[src/rtl/in_port_sync.sv]
// Input port with a multi-stage pin synchronizer, a load-gated capture register
// and a sticky, maskable pin-change detector that stays quiet during post-reset warm-up.
module in_port_sync #(
  parameter int WIDTH       = 8,
  parameter int SYNC_STAGES = 2
) (
  input  logic             clk,
  input  logic             rst,
  input  logic [WIDTH-1:0] in_port_pins,
  input  logic             load_en,
  output logic [WIDTH-1:0] in_port_out,
  input  logic             mask_load,
  input  logic [WIDTH-1:0] mask_data,
  input  logic             pc_ack,
  output logic [WIDTH-1:0] pc_bits,
  output logic             pc_flag
);

  typedef enum logic {WARM, RUN} state_t;

  localparam logic [2:0] WARM_EDGES = 3'(SYNC_STAGES + 1);

  logic [SYNC_STAGES-1:0][WIDTH-1:0] sync_q;
  logic [WIDTH-1:0] sync_out;
  logic [WIDTH-1:0] prev;
  logic [WIDTH-1:0] mask;
  logic [WIDTH-1:0] chg;
  state_t           state, state_nxt;
  logic [2:0]       warm_cnt, warm_cnt_nxt;

  assign sync_out = sync_q[SYNC_STAGES-1];

  // Until the chain has flushed the reset zeros, sync_out vs prev differences are
  // artefacts of reset, not real pin activity.
  assign chg     = (state == RUN) ? ((sync_out ^ prev) & mask) : '0;
  assign pc_flag = |pc_bits;

  always_comb begin
    state_nxt    = state;
    warm_cnt_nxt = warm_cnt;
    if (state == WARM) begin
      warm_cnt_nxt = warm_cnt + 3'd1;
      if (warm_cnt_nxt == WARM_EDGES) state_nxt = RUN;
    end
  end

  always_ff @(posedge clk) begin
    if (rst) begin
      state    <= WARM;
      warm_cnt <= '0;
    end else begin
      state    <= state_nxt;
      warm_cnt <= warm_cnt_nxt;
    end
  end

  always_ff @(posedge clk) begin
    if (rst) begin
      sync_q      <= '0;
      prev        <= '0;
      in_port_out <= '0;
      mask        <= '0;
      pc_bits     <= '0;
    end else begin
      sync_q <= {sync_q[SYNC_STAGES-2:0], in_port_pins};
      prev   <= sync_out;
      if (load_en)   in_port_out <= sync_out;
      if (mask_load) mask        <= mask_data;
      // A fresh change wins over an ack landing on the same edge.
      pc_bits <= (pc_bits & ~{WIDTH{pc_ack}}) | chg;
    end
  end

endmodule

[config.mk]
export PLATFORM = sky130hd
export DESIGN_NAME = in_port_sync
export DESIGN_NICKNAME = d
export VERILOG_FILES = /design/src/rtl/in_port_sync.sv
export SDC_FILE = /design/constraint.sdc
export NUM_CORES = 1
export LEC_CHECK = 0
export CELL_PAD_IN_SITES_DETAIL_PLACEMENT = 1
export CELL_PAD_IN_SITES_GLOBAL_PLACEMENT = 2
export CORE_MARGIN = 10
export CORE_UTILIZATION = 31
export CTS_CLUSTER_DIAMETER = 150
export DETAILED_ROUTE_END_ITERATION = 6
export GPL_ROUTABILITY_DRIVEN = 0
export MAX_ROUTING_LAYER = met4
export PLACE_DENSITY_LB_ADDON = 0.1
export SLEW_MARGIN = 40
export SYNTH_ARGS = -nofsm -noshare
export SYNTH_HDL_FRONTEND = slang
export SYNTH_SLANG_ARGS = --single-unit
[constraint.sdc]
create_clock -name clk -period 1.5 [get_ports clk]
set_clock_uncertainty 0.2 [all_clocks]
set_input_delay 0.225 -clock clk [delete_from_list [all_inputs] [get_ports clk]]
set_output_delay 0.225 -clock clk [all_outputs]
set_load 0.01 [all_outputs]
-- After elaboration in Yosys (flattened, before gate mapping)
Index checks and enable logic that the tools add are counted.
- add/sub/neg operators: 1
- equal/unequal tests: 1
- multiplexer cells: 3
- bitwise gates (word level): 5
- reductions and logical operators: 1
- operator list (kind ; count):
    8-bit AND ; 2
    8-bit 2-to-1 mux ; 1
    8-bit inverter ; 1
    8-bit OR ; 1
    8-bit OR reduction ; 1
    8-bit XOR ; 1
    3-bit by 1-bit adder with 3-bit output (second input constant) ; 1
    3-bit by 2-bit equality test with 1-bit output (second input constant) ; 1
    1-bit 2-to-1 mux ; 2
- register bits: 52
- input bits: 21
- output and inout port bits: 17
- word-level logic and storage cells: 19

-- Longest topological paths before layout
- word-level depth: 4
- mapped depth: 5
- depth with buffers taken out: 5

-- Worst setup path before layout
Ideal clock, no wire load.
- kind: flip-flop to flip-flop
- from: register warm_cnt[0]
- to: register warm_cnt[2]
- data arrival time: 0.875 ns
- path slack: 0.308 ns
- stages on the path, launching flop included: 5
- path buffers: 0
- period minus slack after synthesis: 1.192 ns
- path through: dfxtp_1 -> ha_1 -> and2b_2 -> xnor2_1 -> nor2_1
- cells in the longest elaborated chain, start to end: 1
- ends and longest elaborated chain (what ; RTL line ; text):
    start: declaration ; 29 ; logic [2:0] warm_cnt, warm_cnt_nxt;
    start signal: assignment ; 53 ; warm_cnt <= warm_cnt_nxt;
    3-bit by 1-bit adder with 3-bit output ; 42 ; warm_cnt_nxt = warm_cnt + 3'd1;
Every way passes these cells.
A chain may end at the register's enable or synchronous reset.

-- Worst setup path in the final report
- from: register pc_bits[1]
- to: output port pc_flag
- cells in the longest elaborated chain, start to end: 1
- ends and longest elaborated chain (what ; RTL line ; text):
    start: declaration ; 15 ; output logic [WIDTH-1:0] pc_bits,
    start signal: assignment ; 70 ; pc_bits <= (pc_bits & ~{WIDTH{pc_ack}}) | chg;
    8-bit OR reduction ; 36 ; assign pc_flag = |pc_bits;
    end: declaration ; 16 ; output logic pc_flag
Every way passes these cells.

==> results.sh <==
export IMPL_layout_commonest_cell="dfxtp_1"
export IMPL_hpwl_mm=2.84
export IMPL_finalSetupViolCount=1
export IMPL_cp_max_fo=2
export IMPL_worstHoldPathCells=1
export IMPL_fin_area_mm2=0.00239
export IMPL_seq_area_frac_synth_pct=59.7
export IMPL_clock_latency_ns=0.30
export IMPL_dp_slack_ns=-0.109
export IMPL_r2r_start="warm_cnt[0]"
export IMPL_cts_setup_buffers=0
export IMPL_grt_max_degree=33
export IMPL_clock_sinks=52
export IMPL_fin_crit_ns=1.57
export IMPL_synth_nets=174
export IMPL_violations="setup timing"
export IMPL_synth_area_leaders="dfxtp_1, mux2i_1, nor2b_1"
export IMPL_grt_pass1_vias=1284
export IMPL_ant_nets=0
export IMPL_synth_top_area_share_pct=59.7
export IMPL_grt_antenna_before_repair=0
export IMPL_crit_path_start_kind="flop"
export IMPL_hp_start="sync_q[6]"
export IMPL_finalWorstSetupSlack_ns=-0.0704
export IMPL_cts_tree="done"
export IMPL_relSlewSlack_pct=78.5
export IMPL_whs_endpoint="sync_out[6]"
export IMPL_htreeDepth=2
export IMPL_dr_pass1_iters=4
export IMPL_area_growth_pct=37.2
export IMPL_hp_class="flop to flop"
export IMPL_hold_viol=0
export IMPL_maxCapViolCount=0
export IMPL_required_ns=1.07
export IMPL_vias=1177
export IMPL_rows=27
export IMPL_cts_buffer_depth=2
export IMPL_status="finished with violations"
export IMPL_drive_gt1_share_pct=19.4
export IMPL_layout_common_cells="dfxtp_1, nor2b_1, nor2_1"
export IMPL_worst_slew_pin_slew_ns=0.322
export IMPL_dpl_cell_area_mm2=0.00229
export IMPL_irDropWorstVdd_mv=0.483
export IMPL_r2r_setup_slack_ns=0.26
export IMPL_maxClockFrequency_ghz=0.637
export IMPL_wl_per_cell_um=13.5
export IMPL_ys_types=18
export IMPL_yosysTopAreaCell="dfxtp_1"
export IMPL_numPortBuffers=37
export IMPL_netlist_area_mm2=0.00174
export IMPL_post_place_cells=265
export IMPL_die_w_um=95.0
export IMPL_diodes=0
export IMPL_synth_seq_cells=52
export IMPL_grt_busiest_layer="met2"
export IMPL_use_met1_pct=10.4
export IMPL_finalNetCount=223
export IMPL_worstSetupPathType="flop to output pin"
export IMPL_total_power_uw=2670
export IMPL_numCtsBuffers=5
export IMPL_route_detailed_drc=0
export IMPL_routed_via_density=4.31
export IMPL_grt_use_total_pct=8.97
export IMPL_p_per_area_mw_per_mm2=1120
export IMPL_pin_count=38
export IMPL_core_mm2=0.00547
export IMPL_ys_warn_count=0
export IMPL_grt_setup_unrepaired="yes"
export IMPL_endpoint_kind="output pin"
export IMPL_synth_area_per_cell_um2=11.6
export IMPL_grtUsageMet3_pct=3.06
export IMPL_die_height_um=95.0
export IMPL_synth_cells=151
export IMPL_die_area_mm2=0.00903
export IMPL_grt_pass1_wl_mm=6.13
export IMPL_grt_overflow=0
export IMPL_ctsHoldBuffers=0
export IMPL_drt_wl_total_mm=3.70
export IMPL_grt_util_met2_pct=14.1
export IMPL_leakagePower_uw=0.00108
export IMPL_initial_core_util_pct=31.9
export IMPL_fin_crit_sh_pct=105
export IMPL_arrival_ns=1.15
export IMPL_clkTransAtPathRegs_ns=0.10
export IMPL_drv_slew=0
export IMPL_drtIter0Drc=19
export IMPL_ff2ff_path_depth=5
export IMPL_regToRegEndpoint="warm_cnt[1]"
export IMPL_root_buffer="clkbuf_8"
export IMPL_finalNonFillerCells=273
## critical path, cell delays in order (launching register included)
cell,delay (ns)
dfxtp_2,0.34
nor4_4,0.27
nand2_1,0.10
buf_6,0.13
## how the worst max path moves through the flow
stage                 from           to  cells past startpoint
6_report        pc_bits[1]      pc_flag                      3
5_1_grt         pc_bits[1]      pc_flag                      3
4_1_cts         pc_bits[4]      pc_flag                      3
3_5_place_dp    pc_bits[1]      pc_flag                      3
3_3_place_gp    pc_bits[1]      pc_flag                      3
2_1_floorplan  warm_cnt[0]  warm_cnt[2]                      4
## metrics by stage
| stage | setup TNS [ns] | hold WS (ns) | util [%] |
|---|---|---|---|
| floorplan | 0 | 0.153 | - |
| global placement | -0.102 | 0.221 | 41.8 |
| detailed placement | -0.197 | 0.227 | 41.8 |
| CTS | -0.0707 | 0.251 | 43.2 |
| global route | -0.122 | 0.252 | 43.7 |
| finish | -0.0704 | 0.244 | 43.7 |
## final cells by class
type                            count  area, um2
Clock inverter                      3       21.3
Inverter                            1       3.75
Timing Repair Buffer               50        482
Tap cell                           72       90.1
Fill cell                         618       3080
Multi-Input combinational cell     90        677
Sequential cell                    52       1050
Clock buffer                        5       68.8
## cells in the mapped netlist
master and count:
nor4_1 2, xor2_1 9, nor2b_4 1, and2b_2 1, buf_2 6, mux2i_1 16, xnor2_1 2, a32o_1 7
inv_1 1, nor2_1 21, nor2_2 1, nand2_1 1, nor2b_1 24, a32o_2 1, a21oi_1 2, buf_6 2
ha_1 2, dfxtp_1 52
## layer usage
| metal | routed length [um] | vias up |
|---|---|---|
| li1 | - | 592 |
| met1 | 1740 | 549 |
| met2 | 1770 | 32 |
| met3 | 151 | 4 |
| met4 | 34 | 0 |
| met5 | 0 | - |
## where the power goes
part           internal (uW)  switching, uW  leakage [uW]  total [uW]
sequential              1470           68.5      0.000430        1540
combinational            198            147      0.000606         346
clock                    332            458     0.0000445         790
total                   2000            674       0.00108        2670
## flip-flops by register name (all words and copies together) (netlist names)
| signal | count |
|---|---|
| state | 1 |
| prev | 8 |
| warm_cnt | 3 |
| sync_q | 8 |
| mask | 8 |
| in_port_out | 8 |
| pc_bits | 8 |
| sync_out | 8 |
## kinds of logic (layout without fill, tap and decap cells)
| group | count (synthesis) | after routing | share of synthesized area [%] |
|---|---|---|---|
| buffers and inverters | 9 | 59 | 3.23 |
| flip-flops | 52 | 52 | 59.7 |
| adder cells (fa/ha/maj) | 2 | 2 | 1.43 |
| AND/OR/NAND/NOR | 51 | 51 | 15.7 |
| AO/OA/AOI/OAI | 10 | 10 | 5.24 |
| XOR/XNOR | 11 | 11 | 5.52 |
| multiplexers | 16 | 16 | 9.18 |
## repair_timing
item / 4_1_cts / 5_1_grt
setup endpoints to repair: 17 / 9
gates cloned: 0 / 0
pin swaps: 1 / 3
gates resized for setup: 23 / 21
Power figures use the tool's default switching activity.
